`config.mk`:
```
export PLATFORM = sky130hd
export DESIGN_NAME = st_channel_packet_arbiter
export DESIGN_NICKNAME = d
export VERILOG_FILES = /design/src/rtl/st_channel_packet_arbiter.sv
export SDC_FILE = /design/constraint.sdc
export NUM_CORES = 1
export LEC_CHECK = 0
export ABC_AREA = 1
export CAP_MARGIN = 20
export CORE_MARGIN = 2
export CORE_UTILIZATION = 45
export CTS_CLUSTER_DIAMETER = 60
export DETAILED_ROUTE_END_ITERATION = 10
export HOLD_SLACK_MARGIN = 0.02
export PLACE_DENSITY = 0.91
export RECOVER_POWER = 25
export SYNTH_ARGS = -nofsm -noshare
export SYNTH_HDL_FRONTEND = slang
export SYNTH_SLANG_ARGS = --single-unit
```
`constraint.sdc`:
```
create_clock -name clk -period 3.65 [get_ports clk]
set_input_delay 0.5475 -clock clk [delete_from_list [all_inputs] [get_ports clk]]
set_output_delay 0.5475 -clock clk [all_outputs]
set_load 0.01 [all_outputs]
```
`src/rtl/st_channel_packet_arbiter.sv`:
```
// Round-robin packet arbiter: merges NUM_IN Avalon-ST requesters onto one channelised stream,
// holding the grant for a whole SOP..EOP packet and discarding out-of-packet beats while idle.
module st_channel_packet_arbiter #(
    parameter int NUM_IN    = 4,
    parameter int DATA_W    = 8,
    parameter int CHANNEL_W = 8
) (
    input  logic                     clk,
    input  logic                     reset,
    input  logic [NUM_IN-1:0]        in_valid,
    output logic [NUM_IN-1:0]        in_ready,
    input  logic [NUM_IN*DATA_W-1:0] in_data,
    input  logic [NUM_IN-1:0]        in_startofpacket,
    input  logic [NUM_IN-1:0]        in_endofpacket,
    output logic                     out_valid,
    input  logic                     out_ready,
    output logic [DATA_W-1:0]        out_data,
    output logic [CHANNEL_W-1:0]     out_channel,
    output logic                     out_startofpacket,
    output logic                     out_endofpacket,
    output logic [15:0]              drop_count
);

    localparam int GW = (NUM_IN > 1) ? $clog2(NUM_IN) : 1;

    typedef enum logic {
        IDLE,
        BUSY
    } state_t;

    state_t            state;
    logic [GW-1:0]     grant;
    logic [GW-1:0]     rr_ptr;

    logic [NUM_IN-1:0] sop_cand;
    logic [NUM_IN-1:0] drop_hit;
    logic              beat_ready;
    logic              beat_acc;
    logic [DATA_W-1:0] grant_data;

    // First requester at or after ptr, wrapping; ptr itself when nobody asks.
    function automatic logic [GW-1:0] rr_pick(input logic [NUM_IN-1:0] cand,
                                              input logic [GW-1:0]     ptr);
        logic [GW-1:0] sel;
        logic          found;
        int            idx;
        sel   = ptr;
        found = 1'b0;
        for (int k = 0; k < NUM_IN; k++) begin
            idx = (int'(ptr) + k) % NUM_IN;
            if (!found && cand[idx]) begin
                sel   = idx[GW-1:0];
                found = 1'b1;
            end
        end
        return sel;
    endfunction

    function automatic logic [GW-1:0] rr_next(input logic [GW-1:0] g);
        return (int'(g) == NUM_IN - 1) ? '0 : g + 1'b1;
    endfunction

    function automatic logic [15:0] sat_add(input logic [15:0]     cnt,
                                            input logic [NUM_IN-1:0] hits);
        logic [16:0] sum;
        sum = {1'b0, cnt};
        for (int k = 0; k < NUM_IN; k++) begin
            sum = sum + {16'd0, hits[k]};
        end
        return sum[16] ? 16'hFFFF : sum[15:0];
    endfunction

    always_comb begin
        sop_cand   = in_valid & in_startofpacket;
        drop_hit   = '0;
        in_ready   = '0;
        beat_ready = out_ready | ~out_valid;
        if (!reset) begin
            if (state == IDLE) begin
                drop_hit = in_valid & ~in_startofpacket;
                in_ready = drop_hit;
            end else begin
                in_ready[grant] = beat_ready;
            end
        end
        beat_acc   = (state == BUSY) && !reset && in_valid[grant] && beat_ready;
        grant_data = in_data[grant*DATA_W +: DATA_W];
    end

    always_ff @(posedge clk or posedge reset) begin
        if (reset) begin
            state             <= IDLE;
            grant             <= '0;
            rr_ptr            <= '0;
            drop_count        <= '0;
            out_valid         <= 1'b0;
            out_data          <= '0;
            out_channel       <= '0;
            out_startofpacket <= 1'b0;
            out_endofpacket   <= 1'b0;
        end else begin
            drop_count <= sat_add(drop_count, drop_hit);

            case (state)
                IDLE: begin
                    if (|sop_cand) begin
                        grant <= rr_pick(sop_cand, rr_ptr);
                        state <= BUSY;
                    end
                end
                BUSY: begin
                    if (beat_acc && in_endofpacket[grant]) begin
                        state  <= IDLE;
                        rr_ptr <= rr_next(grant);
                    end
                end
                default: state <= IDLE;
            endcase

            // Output stage: one-deep register, payload frozen while downstream stalls.
            if (beat_acc) begin
                out_valid         <= 1'b1;
                out_data          <= grant_data;
                out_channel       <= CHANNEL_W'(grant);
                out_startofpacket <= in_startofpacket[grant];
                out_endofpacket   <= in_endofpacket[grant];
            end else if (out_ready) begin
                out_valid <= 1'b0;
            end
        end
    end

endmodule

```
==> metrics.md <==
| Metric | Value |
|---|---|
| Row count | `26` |
| # resized after CTS | `0` |
| Number of synthesized flops with an enable pin | `0` |
| Req. time, crit path | `approximately 3.9 ns` |
| Vias per cell | `5.22` |
| CP Capture Type | `flip-flop` |
| Synth area leader | `dfrtp_1` |
| Pleak | `between 1.5 and 2 nW` |
| Post-synth top flop | `dfrtp_1` |
| Total gr overflow | `0` |
| Crit path time final | `~3.4 ns` |
| Yosys warns | `0` |
| Horiz. Die Dim | `76.5 um` |
| Die ar. | `0.00585 mm2` |
| Final hold vios | `0` |
| Synth cell types | `34` |
| VDD IR max | `0.322 mV` |
| Clk_lat worst skew | `0.28 ns` |
| Tcrit/Tclk final | `0.920` |
| Final Max Tran Viols | `0` |
| R2r worst-path depth | `13` |
| CP cell instances | `clkdlybuf4s50_1 -> nor2_1 -> nand3b_1 -> fa_1 -> fa_1 -> inv_1 -> fa_1 -> nand2_1 -> nor3_2 -> nand2_2 -> nor2_4 -> nand3_2 -> o21ai_2 -> a21o_1` |
| Cell Area, Synth | `about 0.0024 mm2` |
| Worst r2r src | `state` |
| CP Max Fanout | `8` |
| Initial core utilization | `0.466` |
| Register area share after synthesis | `0.360` |
| Post-Route WL | `6460 um` |
| Actual slew at the worst max-slew pin | `between 0.9 and 1 ns` |
| Share of post-route cells with drive strength above 1 | `0.0621` |
| Critical path startpoint | `reset` |
| Setup slack, reg-to-reg | `0.67 ns` |
| Clock Skew | `about 0.0023 ns` |
| WP buf/inv | `2` |
| CTS Sinks | `34` |
| Final antenna-violating net count | `0` |
| Area of placed instances | `0.00318 mm2` |
| # setup viols final | `0` |
| N_diodes | `0` |
| Deepest clock path buffer count | `2` |
| DR WL/cell | `around 13 um` |
| Max-cap check violation count | `0` |
| Yosys reg bits | `34` |
| CTS Root Cell | `clkbuf_8` |
| CTS Buf Count | `5` |
| Fin area | `0.00326 mm2` |
| Number of hold buffers added after cts | `0` |
| Core area | `0.00507 mm2` |
| Setup TNS | `0 ns` |
| Die extent in y | `between 70 and 80 um` |
| DR iter-0 viols | `249` |
| All-Layer GR Usage | `0.238` |
| Post-Synthesis Cells | `roughly 340` |
| CP top delay family | `simple AND/OR/NAND/NOR gates` |
| Layout Area Growth over Synthesis | `37.9%` |
| RSZ-0062 raised after global routing | `false` |
| Syn avg cell area | `6.92 um2` |
| Buffers added on ports | `79` |
| Fmax | `slightly below 300 MHz` |
| Clock slew at reported path FFs | `about 0.06 ns` |
| NumNets Final | `475` |
| Htree depth | `2` |
| Top cell by count, worst path | `fa_1` |
| Crit-path slowest cell | `fa_1` |
| CP Depth | `14` |
| 1st-pass router iterations | `4` |
| Synth top area share | `0.360` |
| Setup crit start kind | `primary input` |
| Io pins | `86` |
| DR vias | `between 2,000 and 3,000` |
| First-pass GRT wire length | `around 11,000 um` |
| Crit path DAT | `approximately 3.6 ns` |
| Post-CTS setup buffers | `0` |
| FFs w/ async S/R, synth | `1.00` |
| HPWL after DPL | `around 4700 um` |
| Worst hold path type | `reg -> reg` |
| CTS tree | `built` |
| GP Congestion | `between 0.9 and 1` |
| Area contributors post-synth | `dfrtp_1 (36%), nand2_1 (16%), nand3_1 (7.6%), o21ai_0 (7.0%), nor2_1 (6.3%)` |
| Power Dens Cells | `between 600 and 700 mW/mm2` |
| Initial antenna violation count | `0` |
| Largest net degree at the start of global routing | `27` |
| Reg2reg end | `drop_count[10]` |
| Count leader, synth | `nand2_1` |
| Vias in the first global route | `between 2,000 and 3,000` |
| Crit-path max cell delay | `about 0.52 ns` |
| Rel. slew slack | `0.385` |
| Status | `finished clean` |
| Setup crit end | `drop_count[10]` |
| Crit path kind | `in -> reg` |
| Synth cell count leaders | `nand2_1 (104), nor2_1 (40), nand3_1 (36)` |
| Residual DRC | `0` |
-- final cells by class --
type	instances	area, um2
timing repair buffer	82	810
inverter	33	124
clock buffer	6	82.6
sequential	34	851
fill	456	1810
multi-input combinational	264	1310
tap	70	87.6
-- worst reg2reg max path: stages, from the launching register on --
cell      delay [ns]
dfrtp_1         0.38
nor2_1          0.23
nand3b_1        0.19
fa_1            0.52
fa_1            0.42
inv_1           0.09
fa_1            0.19
nand2_1         0.08
nor3_2          0.17
nand2_2         0.11
nor2_4          0.15
nand3_2         0.19
o21ai_2         0.11
a21o_1          0.09
-- registers in the layout (all words and copies together) (netlist names) --
name               count
out_startofpacket      1
out_channel            2
out_data               8
state                  1
rr_ptr                 2
out_valid              1
grant                  2
drop_count            16
out_endofpacket        1
-- stage by stage --
step,setup WS [ns],utilization,instances,total power [mW],hold WS (ns)
after floorplan,0.782,-,347,1.36,0.516
after detailed placement,0.0389,0.627,483,1.76,0.464
after CTS,0.341,0.644,489,2.05,0.482
after global routing,0.0824,0.643,489,2.24,0.507
after global placement,0.186,0.627,483,1.73,0.461
final,0.293,0.643,489,2.04,0.481
-- cell families after synthesis --
kind of cell / after synthesis / share of synthesized area
buffers and inverters: 49 / 0.0952
flip-flops: 34 / 0.360
adder cells (fa/ha/maj): 8 / 0.0518
AO/OA/AOI/OAI: 51 / 0.123
XOR/XNOR: 2 / 0.00740
other: 1 / 0.00158
AND/OR/NAND/NOR: 197 / 0.362
-- power breakdown --
| part | switching [mW] | total (mW) | internal, mW |
|---|---|---|---|
| Sequential | 0.169 | 0.668 | 0.499 |
| Clock | 0.125 | 0.270 | 0.145 |
| Combinational | 0.611 | 1.10 | 0.489 |
| Total | 0.905 | 2.04 | 1.13 |
-- worst min path at each step --
stage / startpoint / endpoint / slack [ns] / depth (start not counted)
2_1_floorplan: out_endofpacket / out_endofpacket / 0.52 / 2
3_3_place_gp: out_startofpacket / out_startofpacket / 0.46 / 1
3_5_place_dp: out_data[6] / out_data[6] / 0.46 / 2
4_1_cts: out_data[6] / out_data[6] / 0.48 / 2
5_1_grt: out_data[1] / out_data[1] / 0.51 / 2
6_report: out_data[6] / out_data[6] / 0.48 / 2
-- cells in the final DEF (no fill, tap or decap) --
cell,n
a21oi_4,1
nand3b_1,2
nand2_2,3
nor3_2,1
xor2_1,2
conb_1,6
o21ai_1,1
nor2_1,40
o21ai_0,33
nor2_4,1
or2_2,1
dfrtp_1,34
inv_2,6
buf_4,2
a21o_1,2
nand3_1,36
nor2_2,1
a31oi_1,1
nand3_4,1
or2_0,1
clkbuf_1,1
ha_1,5
o22ai_1,8
nand4_1,3
fa_1,3
a2bb2oi_1,1
nand2_1,104
nand3_2,2
nor3_1,1
o21ai_2,1
clkbuf_8,6
a21oi_1,3
inv_1,27
clkdlybuf4s50_1,79
-- layer usage --
layer | vias up | GRT usage | part of all wire
met5 | - | 0 | 0
met1 | 1180 | 0.280 | 0.41
li1 | 1242 | - | -
met2 | 122 | 0.407 | 0.50
met3 | 10 | 0.0711 | 0.082
met4 | 0 | 0.0909 | 0.012
Note: power is estimated with default switching activity, not from simulation.
